**src/rtl/count_err_pkg.sv**
```systemverilog
// count_err_pkg: shared mode/state types and popcount helper for the counter error monitor.
package count_err_pkg;
  typedef enum logic [1:0] {UP, DOWN, UPDOWN, OFF} mode_e;
  typedef enum logic {UNARMED, ARMED} chst_e;
  function automatic logic [5:0] popcount(input logic [31:0] v);
    popcount = '0;
    for (int i = 0; i < 32; i++) popcount += 6'(v[i]);
  endfunction
endpackage

```
**src/rtl/count_err_chan.sv**
```systemverilog
// count_err_chan: one channel's arm FSM, prevcount register and step check.
// COUNT_ERR_HOLD_EN makes an unchanged count a legal step.
module count_err_chan
  import count_err_pkg::*;
#(
  parameter int WIDTH = 4
) (
  input  logic             clk,
  input  logic             reset,
  input  logic [WIDTH-1:0] count,
  input  logic             valid,
  input  mode_e            mode,
  output logic             err,
  output logic [WIDTH-1:0] expected
);
  chst_e st, st_nx;
  logic [WIDTH-1:0] prev;
  logic load, up, dn, hold, legal;
  assign up = count == prev + WIDTH'(1);
  assign dn = count == prev - WIDTH'(1);
`ifdef COUNT_ERR_HOLD_EN
  assign hold = count == prev;
`else
  assign hold = 1'b0;
`endif
  assign legal = hold | (mode == UP ? up : mode == DOWN ? dn : up | dn);
  assign expected = mode == DOWN ? prev - WIDTH'(1) : prev + WIDTH'(1);
  always_ff @(posedge clk) begin
    st <= reset ? UNARMED : st_nx;
    if (reset) prev <= '0;
    else if (load) prev <= count;
  end
  always_comb begin
    st_nx = st;
    load = 1'b0;
    err = 1'b0;
    if (mode == OFF) st_nx = UNARMED;
    else if (valid) begin
      st_nx = ARMED;
      load = 1'b1;
      err = st == ARMED && !legal;
    end
  end
endmodule

```
**src/rtl/count_err_mc.sv**
```systemverilog
// count_err_mc: multi-channel counter step monitor with pulses, sticky flags, total and first-error capture.
// Optional COUNT_ERR_HOLD_EN (in count_err_chan) accepts stalled counters.
module count_err_mc
  import count_err_pkg::*;
#(
  parameter int WIDTH = 4,
  parameter int NUM_CH = 4,
  parameter int ERRCNT_W = 8,
  localparam int CH_W = NUM_CH > 1 ? $clog2(NUM_CH) : 1
) (
  input  logic                    clk,
  input  logic                    reset,
  input  logic [NUM_CH*WIDTH-1:0] count,
  input  logic [NUM_CH-1:0]       valid,
  input  logic [NUM_CH*2-1:0]     mode,
  input  logic                    clr,
  output logic [NUM_CH-1:0]       err_pulse,
  output logic [NUM_CH-1:0]       err_sticky,
  output logic [ERRCNT_W-1:0]     err_total,
  output logic                    first_vld,
  output logic [CH_W-1:0]         first_ch,
  output logic [WIDTH-1:0]        first_exp,
  output logic [WIDTH-1:0]        first_act
);
  logic [NUM_CH-1:0] err;
  logic [NUM_CH*WIDTH-1:0] expv;
  logic [CH_W-1:0] win_ch;
  logic [WIDTH-1:0] win_exp, win_act;
  logic [ERRCNT_W+5:0] sum;
  logic [ERRCNT_W-1:0] tot_nx;
  for (genvar i = 0; i < NUM_CH; i++) begin : g_ch
    count_err_chan #(.WIDTH(WIDTH)) u_ch (
      .clk(clk),
      .reset(reset),
      .count(count[i*WIDTH +: WIDTH]),
      .valid(valid[i]),
      .mode(mode_e'(mode[2*i +: 2])),
      .err(err[i]),
      .expected(expv[i*WIDTH +: WIDTH])
    );
  end
  // descending scan so the lowest failing channel is the last one written
  always_comb begin
    win_ch = '0;
    win_exp = '0;
    win_act = '0;
    for (int k = NUM_CH - 1; k >= 0; k--)
      if (err[k]) begin
        win_ch = CH_W'(k);
        win_exp = expv[k*WIDTH +: WIDTH];
        win_act = count[k*WIDTH +: WIDTH];
      end
  end
  assign sum = {6'd0, err_total} + {{ERRCNT_W{1'b0}}, popcount(32'(err))};
  assign tot_nx = |sum[ERRCNT_W+5:ERRCNT_W] ? '1 : sum[ERRCNT_W-1:0];
  always_ff @(posedge clk) begin
    if (reset) begin
      err_pulse <= '0;
      err_sticky <= '0;
      err_total <= '0;
      first_vld <= 1'b0;
      first_ch <= '0;
      first_exp <= '0;
      first_act <= '0;
    end else begin
      err_pulse <= err;
      if (clr) begin
        err_sticky <= '0;
        err_total <= '0;
        first_vld <= 1'b0;
        first_ch <= '0;
        first_exp <= '0;
        first_act <= '0;
      end else begin
        err_sticky <= err_sticky | err;
        err_total <= tot_nx;
        if (!first_vld && |err) begin
          first_vld <= 1'b1;
          first_ch <= win_ch;
          first_exp <= win_exp;
          first_act <= win_act;
        end
      end
    end
  end
endmodule

```
**config.mk**
```make
export PLATFORM = sky130hd
export DESIGN_NAME = count_err_mc
export DESIGN_NICKNAME = d
export VERILOG_FILES = /design/src/rtl/count_err_pkg.sv /design/src/rtl/count_err_chan.sv /design/src/rtl/count_err_mc.sv
export SDC_FILE = /design/constraint.sdc
export NUM_CORES = 1
export LEC_CHECK = 0
export CORE_MARGIN = 8
export CORE_UTILIZATION = 52
export DETAILED_ROUTE_END_ITERATION = 8
export PLACE_DENSITY = 0.93
export SKIP_CTS_REPAIR_TIMING = 1
export SLEW_MARGIN = 5
export SYNTH_ARGS = -nofsm -noshare
export SYNTH_HDL_FRONTEND = slang
export SYNTH_SLANG_ARGS = --single-unit
export TNS_END_PERCENT = 10
```
**constraint.sdc**
```tcl
create_clock -name clk -period 4.6 [get_ports clk]
set_input_delay 0.69 -clock clk [delete_from_list [all_inputs] [get_ports clk]]
set_output_delay 0.69 -clock clk [all_outputs]
set_load 0.005 [all_outputs]
```
# Yosys cells after proc, flatten, opt, wreduce, memory -nomap -nowiden
# Cells that the tools add are included.
[word_totals]
regBits = 47
in_bits = 31
out_inout_bits = 27
[classes]
n_addsub = 12
eq_ne = 16
muxes = 41
bitwise_logic = 5
reduce_logical = 21
[op_table]
columns = ["operator", "n"]
rows = [
  ["$mux W4", 12],
  ["$eq A4 B4 Y1", 8],
  ["$mux W1", 24],
  ["$add A4 B1 Y4 const B", 4],
  ["$sub A4 B1 Y4 const B", 4],
  ["$reduce_or A2 Y1", 5],
  ["$add A8 B4 Y9", 1],
  ["$eq A2 B1 Y1 const B", 4],
  ["$eq A2 B2 Y1 const B", 4],
  ["$logic_not A2 Y1", 4],
  ["$mux W2", 4],
  ["$mux W8", 1],
  ["$reduce_or A6 Y1", 1],
  ["$logic_and A1 B1 Y1", 5],
  ["$logic_not A1 Y1", 5],
  ["$add A3 B1 Y4", 1],
  ["$or A1 B1 Y1", 4],
  ["$or A4 B4 Y4", 1],
  ["$reduce_or A4 Y1", 1],
  ["$add A2 B1 Y3", 1],
  ["$add A1 B1 Y2", 1],
]

# Depth between registers and ports, before layout
[logic_depth]
ltp_word = 15
depth_mapped = 17
mapped_depth_nobuf = 16

# Modules after synthesis
# Synthesis repeated with hierarchy kept, for this count alone.
[unflattened]
hier_cells = 315
hier_area_um2 = 2760.1
[by_module_without_submodules]
columns = ["mod", "n_inst", "cells_each", "area_each_um2"]
rows = [
  ["count_err_chan", 4, 46, 386.6],
  ["count_err_mc", 1, 131, 1213.7],
]

# Worst setup path after synthesis
# Ideal clock, no wire load.
[synth_path]
kind = "flip-flop to flip-flop"
from = "reg g_ch[0].u_ch.prev[0]"
to = "reg err_total[0]"
arrival_ps = 3406
t_required_ps = 4529
path_slack_ps = 1124
stages_incl_launch_ff = 18
n_path_buf = 1
synth_period_minus_slack_ps = 3476
path_cell_list = "dfxtp_1 > inv_1 > ha_1 > xor2_1 > nor3b_1 > a31oi_2 > nand2_1 > buf_2 > inv_1 > fa_1 > inv_1 > fa_1 > inv_1 > fa_1 > nand2_1 > nor2_1 > nand2_1 > a21oi_1"
[synth_via]
elab_chain_len = 15
[synth_rtl]
columns = ["item", "line", "text"]
rows = [
  ["start: declaration", "count_err_chan.sv:17", "logic [WIDTH-1:0] prev;"],
  ["start signal: assignment", "count_err_chan.sv:31", "else if (load) prev <= count;"],
  ["$add A4 B1 Y4 / $sub A4 B1 Y4 (equally long branches)", "count_err_chan.sv:19, count_err_chan.sv:20", ""],
  ["$eq A4 B4 Y1 (on tied branches)", "count_err_chan.sv:19, count_err_chan.sv:20", ""],
  ["$or A1 B1 Y1", "count_err_chan.sv:26", "assign legal = hold | (mode == UP ? up : mode == DOWN ? dn : up | dn);"],
  ["$mux W1", "count_err_chan.sv:26", ""],
  ["$mux W1 (*)", "count_err_chan.sv:26", ""],
  ["$logic_not A1 Y1 (*)", "count_err_chan.sv:41", "err = st == ARMED && !legal;"],
  ["$logic_and A1 B1 Y1 (*)", "count_err_chan.sv:41", ""],
  ["$mux W1 (*)", "count_err_chan.sv:38", "else if (valid) begin"],
  ["$mux W1 (*)", "count_err_chan.sv:37", "if (mode == OFF) st_nx = UNARMED;"],
  ["net g_ch[0].u_ch.err", "count_err_chan.sv:13", "output logic err,"],
  ["$add A1 B1 Y2 (*)", "count_err_pkg.sv:7", "for (int i = 0; i < 32; i++) popcount += 6'(v[i]);"],
  ["$add A2 B1 Y3 (*)", "count_err_pkg.sv:7", ""],
  ["$add A3 B1 Y4 (*)", "count_err_pkg.sv:7", ""],
  ["$add A8 B4 Y9 (*)", "count_err_mc.sv:54", "assign sum = {6'd0, err_total} + {{ERRCNT_W{1'b0}}, popcount(32'(err))};"],
  ["$reduce_or A6 Y1", "count_err_mc.sv:55", "assign tot_nx = |sum[ERRCNT_W+5:ERRCNT_W] ? '1 : sum[ERRCNT_W-1:0];"],
  ["$mux W8 (*)", "count_err_mc.sv:55", ""],
  ["end signal: assignment", "count_err_mc.sv:76", "err_total <= tot_nx;"],
  ["end: declaration", "count_err_mc.sv:19", "output logic [ERRCNT_W-1:0] err_total,"],
]
# Mark *: on every way through the listed nets, which the timed path passes. The rest lies on a longest branch.
# A chain may end at the register's enable or synchronous reset.

# Worst setup path in the final report
[layout_path]
from = "in mode[1]"
to = "reg err_total[3]"
[layout_via]
elab_chain_len = 13
[layout_rtl]
columns = ["item", "line", "text"]
rows = [
  ["start: declaration", "count_err_mc.sv:15", "input logic [NUM_CH*2-1:0] mode,"],
  ["$eq A2 B1 Y1", "count_err_chan.sv:26", ""],
  ["$mux W1 (2 in series)", "count_err_chan.sv:26", ""],
  ["$logic_not A1 Y1", "count_err_chan.sv:41", ""],
  ["$logic_and A1 B1 Y1", "count_err_chan.sv:41", ""],
  ["$mux W1", "count_err_chan.sv:38", ""],
  ["$mux W1 (*)", "count_err_chan.sv:37", ""],
  ["net g_ch[0].u_ch.err", "count_err_chan.sv:13", ""],
  ["$add A1 B1 Y2 (*)", "count_err_pkg.sv:7", ""],
  ["$add A2 B1 Y3 (*)", "count_err_pkg.sv:7", ""],
  ["$add A3 B1 Y4 (*)", "count_err_pkg.sv:7", ""],
  ["$add A8 B4 Y9 (*)", "count_err_mc.sv:54", ""],
  ["$reduce_or A6 Y1", "count_err_mc.sv:55", ""],
  ["$mux W8 (*)", "count_err_mc.sv:55", ""],
]
# Marked as above.

==> results.cfg <==
[sta]
worst_pin_slew_ns = 0.660
max-slew-margin-rel_pct = 55.9
clock-skew-final_ns = 0.00436
slew_violations = 0
layout_setup_ws_ns = 0.726
fin_crit_sh_pct = 84.2
hold_violations = 0
min_period_ns = 3.87
setup_violations = 0
rsz0062_at_grt = false
fmax_ghz = 0.258
setup-tns-final_ns = 0

[pwr]
peakVddDrop_mv = 0.187
switching_power_uw = 278
p_per_area_nw_per_um2 = 270
pwr-share-comb_pct = 24.7
power_frac_clock_pct = 30.0
leakagePower_uw = 0.00135
p_seq_share_pct = 45.3
p_sw_share_pct = 28.4
power.internal_uw = 699

[layout]
diodes = 0
layout-drive-gt1-share_pct = 7.81
stdcell_area_um2 = 3620
final_nets = 427
area_delta_synth_final_pct = 25.2
seqCellArea_um2 = 941
fillers = 408
multi_input_area_um2 = 1830

[critical_path]
path_buf_inv = 4
cp-start-kind = primary input
crit_slowest_cell = clkdlybuf4s50_1
cp_cell_sequence = clkdlybuf4s50_1 > and2b_1 > nor3b_1 > a31oi_2 > nand2_1 > inv_1 > fa_1 > inv_1 > fa_1 > inv_1 > fa_1 > nand2_1 > nor2_1 > nand2_1 > a21oi_1
crit_type = in2reg
max_stage_delay_ns = 0.57
arrival_ns = 4.10
cp_max_fo = 6
cp.required_ns = 4.83
endpoint_kind = register
cp_top_family = adder cells

[placement]
dp_hpwl_um = 5840
postPlaceCellArea_um2 = 3520
gp_congestion = 0.898
numPortBuffers = 57
pre_cts_ws_ns = 0.462

[grt]
track_usage_pct = 18.7
antenna_found_initial = 0
grt_pass1_wl_um = 12900
grt_pass1_vias = 2672
grt_max_degree = 27
grt_overflow_total = 0

[clocking]
ctsLongestPathBuffers = 2
clock_latency_ns = 0.30
cts_root_buf = clkbuf_8
ctsHtreeMaxLevel = 2
cts_tree = yes
clk_pin_slew_ns = 0.08
cts_made_buffers = 5
cts_sinks = 47

[synth]
netlist_instances = 326
synth_area_leaders = dfxtp_1, xnor2_1, nor2_1, xor2_1, mux2i_1
ys.flop_type = dfxtp_1
avgSynthCellArea_um2 = 8.87
synthArstFlopShare_pct = 0
synth_edf_count = 0
ys_seq_area_share_pct = 32.5
synth.distinct_cells = 56
synth_common_cells = nor2_1, dfxtp_1, xnor2_1
yosysTopAreaCell = dfxtp_1
yosysWarnings = 0
ys_seq_elements = 47
syn_area_um2 = 2890
syn-num-nets = 369
yosysTopAreaCellShare_pct = 32.5
synth.most_common_cell = nor2_1

[run]
cap_viol_max_count = 0

[detailed_routing]
dr.pass1.iters = 4
vias_per_cell = 5.66
drtIter0Drc = 263
drt_wl_total_um = 7620
ant_nets = 0
wl_per_cell_um = 16.7
vias = 2582
drc = 0

[worst_hold_path]
hp-class = reg2reg

[die]
fp.coreArea_um2 = 5440
die_w_um = 90.6
core.rowCount = 27
die_h_um = 90.6
fp.dieArea_um2 = 8200
ioPinCount = 58
start_util_pct = 53.2

[outcome]
status = completed
-- through the flow --
step	hold WS, ns	util [%]	total power, uW	cells
after floorplan	0.460	-	608	326
after global placement	0.451	64.7	680	449
after detailed placement	0.462	64.7	688	449
after CTS	0.479	66.6	979	456
after global routing	0.512	66.6	1020	456
final	0.472	66.6	977	456
-- routing by layer --
layer	vias to the layer above	GRT usage [%]	routed length, um
li1	1263	-	-
met1	1215	22.6	3320
met2	92	31.7	3640
met3	12	4.90	551
met4	0	4.99	112
met5	-	0	0
-- path summary, 6_finish.rpt --
kind                        start      endpoint  slack [ns]  cells after the start
max reg2reg  g_ch[0].u_ch.prev[0]  err_total[3]        0.92                     16
max                       mode[1]  err_total[3]        0.73                     15
min                   first_ch[0]   first_ch[0]        0.47                      2
min reg2reg           first_ch[0]   first_ch[0]        0.47                      2
-- registers in the layout, indices dropped and copies added, names as in the netlist --
register,count
g_ch.u_ch.prev,16
g_ch.u_ch.st,4
err_total,8
first_exp,4
first_act,4
first_vld,1
err_sticky,4
first_ch,2
err_pulse,4
-- cell type report --
type / instances / area share, %
sequential: 47 / 26.0
inverter: 14 / 1.45
timing repair buffer: 61 / 16.6
tap: 72 / 2.49
multi-input combinational: 255 / 50.6
clock buffer: 6 / 2.00
clock inverter: 1 / 0.830
-- worst reg2reg max path: stages, from the launching register on --
cell and delay [ns]:
dfxtp_1 0.46, inv_1 0.10, ha_1 0.34, xor2_1 0.18, nor3b_1 0.30, a31oi_2 0.18
nand2_1 0.11, inv_1 0.09, fa_1 0.51, inv_1 0.06, fa_1 0.44, inv_1 0.08
fa_1 0.22, nand2_1 0.11, nor2_1 0.10, nand2_1 0.14, a21oi_1 0.19
-- kinds of logic after synthesis --
group,share of synthesized area [%]
fa+ha+maj,5.97
compound gates,19.3
flops,32.5
buf+inv,4.07
mux,4.15
simple gates,17.3
xor+xnor,16.7
-- placed cells by master (no fill, tap or decap), types with 2 or more instances in the layout --
| master | count |
|---|---|
| a211oi_1 | 4 |
| a21boi_1 | 2 |
| a21boi_2 | 2 |
| a21oi_1 | 19 |
| a221oi_1 | 5 |
| a31oi_1 | 2 |
| a31oi_2 | 2 |
| and2b_1 | 2 |
| buf_4 | 4 |
| clkbuf_8 | 5 |
| clkdlybuf4s50_1 | 57 |
| dfxtp_1 | 47 |
| fa_1 | 3 |
| ha_1 | 9 |
| inv_1 | 12 |
| inv_2 | 2 |
| mux2i_1 | 12 |
| nand2_1 | 21 |
| nand2_2 | 2 |
| nand2b_1 | 3 |
| nand3_1 | 8 |
| nand4_1 | 2 |
| nor2_1 | 49 |
| nor2b_1 | 3 |
| nor3_1 | 7 |
| nor3b_1 | 2 |
| o2111ai_1 | 3 |
| o211ai_1 | 3 |
| o21a_1 | 2 |
| o21ai_0 | 10 |
| o22ai_1 | 5 |
| o32ai_1 | 5 |
| xnor2_1 | 26 |
| xor2_1 | 20 |
| xor2_2 | 2 |
-- power groups by stage --
| stage | logic, uW | clock network [uW] | registers (uW) |
|---|---|---|---|
| 4_1_cts | 240 | 297 | 442 |
| 3_3_place_gp | 229 | 0 | 451 |
| 3_5_place_dp | 237 | 0 | 451 |
| 2_1_floorplan | 161 | 0 | 447 |
| 6_report | 241 | 293 | 443 |
| 5_1_grt | 262 | 313 | 446 |
No activity file was read; power rests on OpenSTA's default activity.
